===== src/rtl/oam_dma_if.sv =====
// Core-side and system-bus-side signals of the sprite DMA engine / bus arbiter.
// The master modport is the DMA engine; slave is the surrounding system (core + memory).
interface oam_dma_if;
  logic [15:0] I_cpu_addr;
  logic [7:0]  I_cpu_wr_data;
  logic        I_cpu_rdwr;
  logic        O_cpu_ready;
  logic [7:0]  O_cpu_rd_data;
  logic [15:0] O_addr;
  logic [7:0]  O_wr_data;
  logic        O_rdwr;
  logic [7:0]  I_rd_data;
  logic        O_busy;

  modport master (
    input  I_cpu_addr, I_cpu_wr_data, I_cpu_rdwr, I_rd_data,
    output O_cpu_ready, O_cpu_rd_data, O_addr, O_wr_data, O_rdwr, O_busy
  );

  modport slave (
    output I_cpu_addr, I_cpu_wr_data, I_cpu_rdwr, I_rd_data,
    input  O_cpu_ready, O_cpu_rd_data, O_addr, O_wr_data, O_rdwr, O_busy
  );
endinterface


===== src/rtl/oam_dma.sv =====
// Sprite DMA engine: snoops core writes to DMA_REG, halts the core and copies one
// 256-byte page to OAM_DATA as get/put cycle pairs; otherwise passes the core through.
module oam_dma #(
  parameter int          CYCLE_TICKS = 12,
  parameter logic [15:0] DMA_REG     = 16'h4014,
  parameter logic [15:0] OAM_DATA    = 16'h2004
) (
  input logic      I_clock,
  input logic      I_reset,
  oam_dma_if.master bus
);

  localparam int TICK_W = (CYCLE_TICKS > 1) ? $clog2(CYCLE_TICKS) : 1;

  localparam logic [2:0] IDLE  = 3'd0;
  localparam logic [2:0] HALT  = 3'd1;
  localparam logic [2:0] ALIGN = 3'd2;
  localparam logic [2:0] READ  = 3'd3;
  localparam logic [2:0] WRITE = 3'd4;

  logic [TICK_W-1:0] tick;
  logic              strobe;
  logic              parity;
  logic [2:0]        state;
  logic              pending;
  logic [7:0]        page;
  logic [7:0]        idx;
  logic [7:0]        latch;
  logic              trigger;

  // Free-running phase counter; never gated by ready so DMA and core phases stay locked.
  always_ff @(posedge I_clock or negedge I_reset) begin
    if (!I_reset) begin
      tick <= '0;
    end else if (tick == TICK_W'(CYCLE_TICKS - 1)) begin
      tick <= '0;
    end else begin
      tick <= tick + 1'b1;
    end
  end

  assign strobe  = (tick == '0);
  assign trigger = bus.O_cpu_ready && (bus.I_cpu_addr == DMA_REG) && !bus.I_cpu_rdwr;

  // NOTE: sequential state uses non-blocking assignments so every register in this
  // block samples the pre-edge values of its neighbours, regardless of statement order.
  always_ff @(posedge I_clock or negedge I_reset) begin
    if (!I_reset) begin
      parity  <= 1'b0;
      state   <= IDLE;
      pending <= 1'b0;
      page    <= '0;
      idx     <= '0;
      latch   <= '0;
    end else if (strobe) begin
      parity <= ~parity;
      if (trigger) begin
        page    <= bus.I_cpu_wr_data;
        pending <= 1'b1;
      end
      case (state)
        // Core writes are never halted; wait for its first read cycle.
        IDLE:    if (pending && bus.I_cpu_rdwr) state <= HALT;
        HALT:    state <= parity ? READ : ALIGN;
        ALIGN:   state <= READ;
        READ: begin
          latch <= bus.I_rd_data;
          state <= WRITE;
        end
        WRITE: begin
          idx <= idx + 8'd1;
          if (idx == 8'hFF) begin
            state   <= IDLE;
            pending <= 1'b0;
          end else begin
            state <= READ;
          end
        end
        default: state <= IDLE;
      endcase
    end
  end

  // The core is halted exactly while the engine owns the bus.
  assign bus.O_cpu_ready   = (state == IDLE);
  assign bus.O_busy        = (state != IDLE);
  assign bus.O_cpu_rd_data = bus.I_rd_data;

  // NOTE: every output of this block gets a default first, so no path can infer a latch.
  always_comb begin
    bus.O_addr    = bus.I_cpu_addr;
    bus.O_wr_data = bus.I_cpu_wr_data;
    bus.O_rdwr    = bus.I_cpu_rdwr;
    case (state)
      HALT, ALIGN: bus.O_rdwr = 1'b1;
      READ: begin
        bus.O_addr = {page, idx};
        bus.O_rdwr = 1'b1;
      end
      WRITE: begin
        bus.O_addr    = OAM_DATA;
        bus.O_wr_data = latch;
        bus.O_rdwr    = 1'b0;
      end
      default: ;
    endcase
  end

endmodule

===== src/flat_wrapper.sv =====
// flat-port wrapper written by rule: the top's interface ports become plain ports
module oam_dma_flat 
#(
  parameter int          CYCLE_TICKS = 12,
  parameter logic [15:0] DMA_REG     = 16'h4014,
  parameter logic [15:0] OAM_DATA    = 16'h2004
)
  (I_clock, I_reset, bus_I_cpu_addr, bus_I_cpu_wr_data, bus_I_cpu_rdwr, bus_I_rd_data, bus_O_cpu_ready, bus_O_cpu_rd_data, bus_O_addr, bus_O_wr_data, bus_O_rdwr, bus_O_busy);
  oam_dma_if bus_i ();
  input logic I_clock;
  input logic I_reset;
  input wire logic [$bits(bus_i.I_cpu_addr)-1:0] bus_I_cpu_addr;
  input wire logic [$bits(bus_i.I_cpu_wr_data)-1:0] bus_I_cpu_wr_data;
  input wire logic [$bits(bus_i.I_cpu_rdwr)-1:0] bus_I_cpu_rdwr;
  input wire logic [$bits(bus_i.I_rd_data)-1:0] bus_I_rd_data;
  output wire logic [$bits(bus_i.O_cpu_ready)-1:0] bus_O_cpu_ready;
  output wire logic [$bits(bus_i.O_cpu_rd_data)-1:0] bus_O_cpu_rd_data;
  output wire logic [$bits(bus_i.O_addr)-1:0] bus_O_addr;
  output wire logic [$bits(bus_i.O_wr_data)-1:0] bus_O_wr_data;
  output wire logic [$bits(bus_i.O_rdwr)-1:0] bus_O_rdwr;
  output wire logic [$bits(bus_i.O_busy)-1:0] bus_O_busy;
  assign bus_i.I_cpu_addr = bus_I_cpu_addr;
  assign bus_i.I_cpu_wr_data = bus_I_cpu_wr_data;
  assign bus_i.I_cpu_rdwr = bus_I_cpu_rdwr;
  assign bus_i.I_rd_data = bus_I_rd_data;
  assign bus_O_cpu_ready = bus_i.O_cpu_ready;
  assign bus_O_cpu_rd_data = bus_i.O_cpu_rd_data;
  assign bus_O_addr = bus_i.O_addr;
  assign bus_O_wr_data = bus_i.O_wr_data;
  assign bus_O_rdwr = bus_i.O_rdwr;
  assign bus_O_busy = bus_i.O_busy;
  oam_dma #(.CYCLE_TICKS(CYCLE_TICKS), .DMA_REG(DMA_REG), .OAM_DATA(OAM_DATA)) u_core (.I_clock(I_clock), .I_reset(I_reset), .bus(bus_i));
endmodule

===== config.mk =====
export PLATFORM = sky130hd
export DESIGN_NAME = oam_dma_flat
export DESIGN_NICKNAME = d
export VERILOG_FILES = /design/src/rtl/oam_dma_if.sv /design/src/rtl/oam_dma.sv /design/src/flat_wrapper.sv
export SDC_FILE = /design/constraint.sdc
export NUM_CORES = 1
export LEC_CHECK = 0
export BUFFER_PORTS_ARGS = -buffer_cell sky130_fd_sc_hd__buf_2
export CAP_MARGIN = 20
export CORE_MARGIN = 4
export CORE_UTILIZATION = 43
export DETAILED_ROUTE_END_ITERATION = 8
export PLACE_DENSITY_LB_ADDON = 0.1
export RECOVER_POWER = 25
export SYNTH_ARGS = -nofsm -noshare
export SYNTH_HDL_FRONTEND = slang
export SYNTH_SLANG_ARGS = --single-unit
export TNS_END_PERCENT = 1

===== constraint.sdc =====
create_clock -name I_clock -period 2.55 [get_ports I_clock]
set_input_delay 0.3825 -clock I_clock [delete_from_list [all_inputs] [get_ports I_clock]]
set_output_delay 0.3825 -clock I_clock [all_outputs]
set_load 0.05 [all_outputs]

==> metrics.md <==
| Metric | Value |
|---|---|
| Status | `finished with violations` |
| Violated checks | `max-capacitance violations, max-slew violations` |
| Fin. Hold Viols | `0` |
| Worst setup path category | `reg2out` |
| DRT Wirelength | `4.24 mm` |
| Fin crit share | `0.914` |
| Number of flops mapped to enable cells by yosys | `0` |
| Final Slew Violations | `34` |
| Nets | `280` |
| Number of global-route vias before repair | `about 1.5k` |
| Core box area | `4000 um2` |
| Total track usage | `0.170` |
| GRT overflow | `0` |
| Max VDD drop | `0.398 mV` |
| Min Tclk post-route | `2330 ps` |
| Pre-antenna DRT Iters | `4` |
| Total negative slack | `0 ps` |
| Area of the die | `5220 um2` |
| Antenna cells | `0` |
| Max-Cap Viols | `1` |
| Post CTS Setup Buffer Count | `0` |
| DR vias/cell | `5.16` |
| Crit. End Element | `primary output` |
| Met1 Usage GRT | `0.225` |
| Post-synth top flop | `dfrtp_1` |
| Most numerous cell in the Yosys netlist | `dfrtp_1` |
| Io pins | `70` |
| Synth top area share | `0.465` |
| RSZ-0062 raised after global routing | `no` |
| Pre-CTS setup slack | `255 ps` |
| Area contributors post-synth | `dfrtp_1 47%, mux2_2 11%, a22o_1 6.9%` |
| Element type at the critical path start | `register` |
| Yosys reg bits | `33` |
| R2r setup slk | `240 ps` |
| Global-route wire length before repair | `6.89 mm` |
| Pwr dens | `515 nW/um2` |
| HPWL after DPL | `3.26 mm` |
| Port bufs | `69` |
| Met2 Use GR | `0.278` |
| Crit-path max FO | `10` |
| Area leader, netlist | `dfrtp_1` |
| Max Clock Skew | `7.15 ps` |
| Syn_area_per_cell | `10.1 um2` |
| Clock root cell | `clkbuf_8` |
| Clock buffer depth | `2` |
| TritonCTS Buffers | `5` |
| P&R area growth vs syn | `27.3%` |
| Yosys cell types | `31` |
| Hold Buf Count CTS | `0` |
| Clock latency on the worst-skew pair | `roughly 280 ps` |
| # setup viols final | `0` |
| Placer Congestion | `around 0.73` |
| # H-tree levels | `2` |
| Clk sink count | `33` |
| Number of routed nets with antenna violations | `0` |
| Final Util | `0.565` |
| Placed cell area | `approximately 2100 um2` |
| Resize count post-CTS | `0` |
| Clock Pin Slew Worst Setup and Hold Paths | `about 70 ps` |
| Slew headroom | `-0.170` |
| # rows | `23` |
| Hold path cells | `2` |
| Starting Density | `0.444` |
| Synth warnings | `0` |
| GRT met3 Usage | `0.0443` |
| Initial detailed-routing violation count | `107` |
| Critical Path RT | `2170 ps` |
| Post-synth ARST share | `1.00` |
| Final instance area | `2260 um2` |
| Slew @ Worst Pin | `1760 ps` |
| Worst Slack Setup Final | `218 ps` |
| Leakage | `1.17 nW` |
| Total Power | `between 1 and 1.5 mW` |
| Largest net degree at the start of global routing | `34` |
| Syn Inst Count | `175` |
| Antenna violations before repair | `0` |
| Via count | `1511` |
| Crit path DAT | `1950 ps` |
| Hold path start | `bus_I_rd_data[6]` |
| Mapped cell area | `1770 um2` |
| Die X | `72.2 um` |
| Sequential fraction of the synthesis area | `0.465` |
| Max frequency | `429 MHz` |
| Hold EP | `u_core.latch[6]` |
| Reg2reg end | `u_core.page[2]` |
| R2R Path Start | `u_core.tick[0]` |
| Fraction of layout cells with a size suffix above 1 | `0.420` |
| R2R depth | `7` |
| DRC | `0` |
| Die H | `72.2 um` |
| Min-Delay Path Class | `in2reg` |
| Leading cell types by count after synthesis | `33 x dfrtp_1, 32 x nand2_1, 17 x mux2_2` |
| CTS tree | `done` |
| Post-Syn Nets | `roughly 210` |
| Average wire per standard cell | `14.5 um` |
| Busiest grt layer | `met2` |
## final cells by class
cell class              count  area, um2
fillers                   367       1740
clock buffers               6       82.6
repair buffers             75        389
flip-flops and latches     33        826
clock inverters             2       37.5
multi-input cells         120        835
well taps                  50       62.6
inverters                   7       26.3
## cells by family (layout without fill, tap and decap cells)
logic type / after synthesis / after routing / synth area share
XOR/XNOR: 8 / 8 / 0.0395
buffers and inverters: 22 / 90 / 0.0642
AO/OA/AOI/OAI: 28 / 28 / 0.118
AND/OR/NAND/NOR: 64 / 64 / 0.183
adder cells (fa/ha/maj): 3 / 3 / 0.0212
multiplexers: 17 / 17 / 0.108
flip-flops: 33 / 33 / 0.465
## metal layers
metal  up-vias  share of wire  wire (um)
met5         -              0          0
met4         0         0.0094         40
met3         5          0.060        255
met2        47           0.48       2040
met1       713           0.45       1900
li1        746              -          -
## metrics by stage
step / instances / hold slack, ps
after global placement: 285 / 457
after CTS: 293 / 183
after detailed placement: 285 / 459
after global routing: 293 / 342
final: 293 / 337
after floorplan: 175 / 86.9
## sequential cells by signal, summed over array words and instances (netlist names)
name	cells
u_core.parity	1
u_core.state	3
u_core.tick	4
u_core.pending	1
u_core.latch	8
u_core.page	8
u_core.idx	8
## how the worst max path moves through the flow
stage / cells after the start / to / startpoint / slack, ps
2_1_floorplan: 7 / u_core.page[0] / u_core.tick[0] / 140
3_3_place_gp: 7 / u_core.page[0] / u_core.tick[0] / 300
3_5_place_dp: 7 / u_core.page[2] / u_core.tick[0] / 250
4_1_cts: 4 / bus_O_addr[13] / u_core.state[1] / 210
5_1_grt: 7 / u_core.page[2] / u_core.tick[0] / 110
6_report: 4 / bus_O_addr[2] / u_core.state[1] / 220
## layout by cell type (no fill, tap or decap), types with 2 or more instances in the layout
| cell | count |
|---|---|
| xnor2_1 | 7 |
| and2_1 | 2 |
| nand4_1 | 5 |
| nand2_1 | 32 |
| buf_2 | 68 |
| dfrtp_1 | 33 |
| and3_1 | 2 |
| mux2_2 | 17 |
| inv_1 | 7 |
| nor2_1 | 7 |
| nor4_1 | 2 |
| o21ai_0 | 7 |
| nand3_1 | 6 |
| clkbuf_8 | 6 |
| a22o_1 | 14 |
| ha_1 | 3 |
| buf_4 | 6 |
| o22a_1 | 3 |
## worst max-delay path, stage by stage (launching register included)
cell and delay, ps:
dfrtp_1 470, or3b_2 640, nand2_1 140, o22a_1 150, buf_2 260
## where the power goes
part / internal, mW / switching (mW)
Sequential: 0.530 / 0.00296
Combinational: 0.0352 / 0.0826
Clock: 0.318 / 0.195
Total: 0.883 / 0.280
Power figures use the tool's default switching activity.
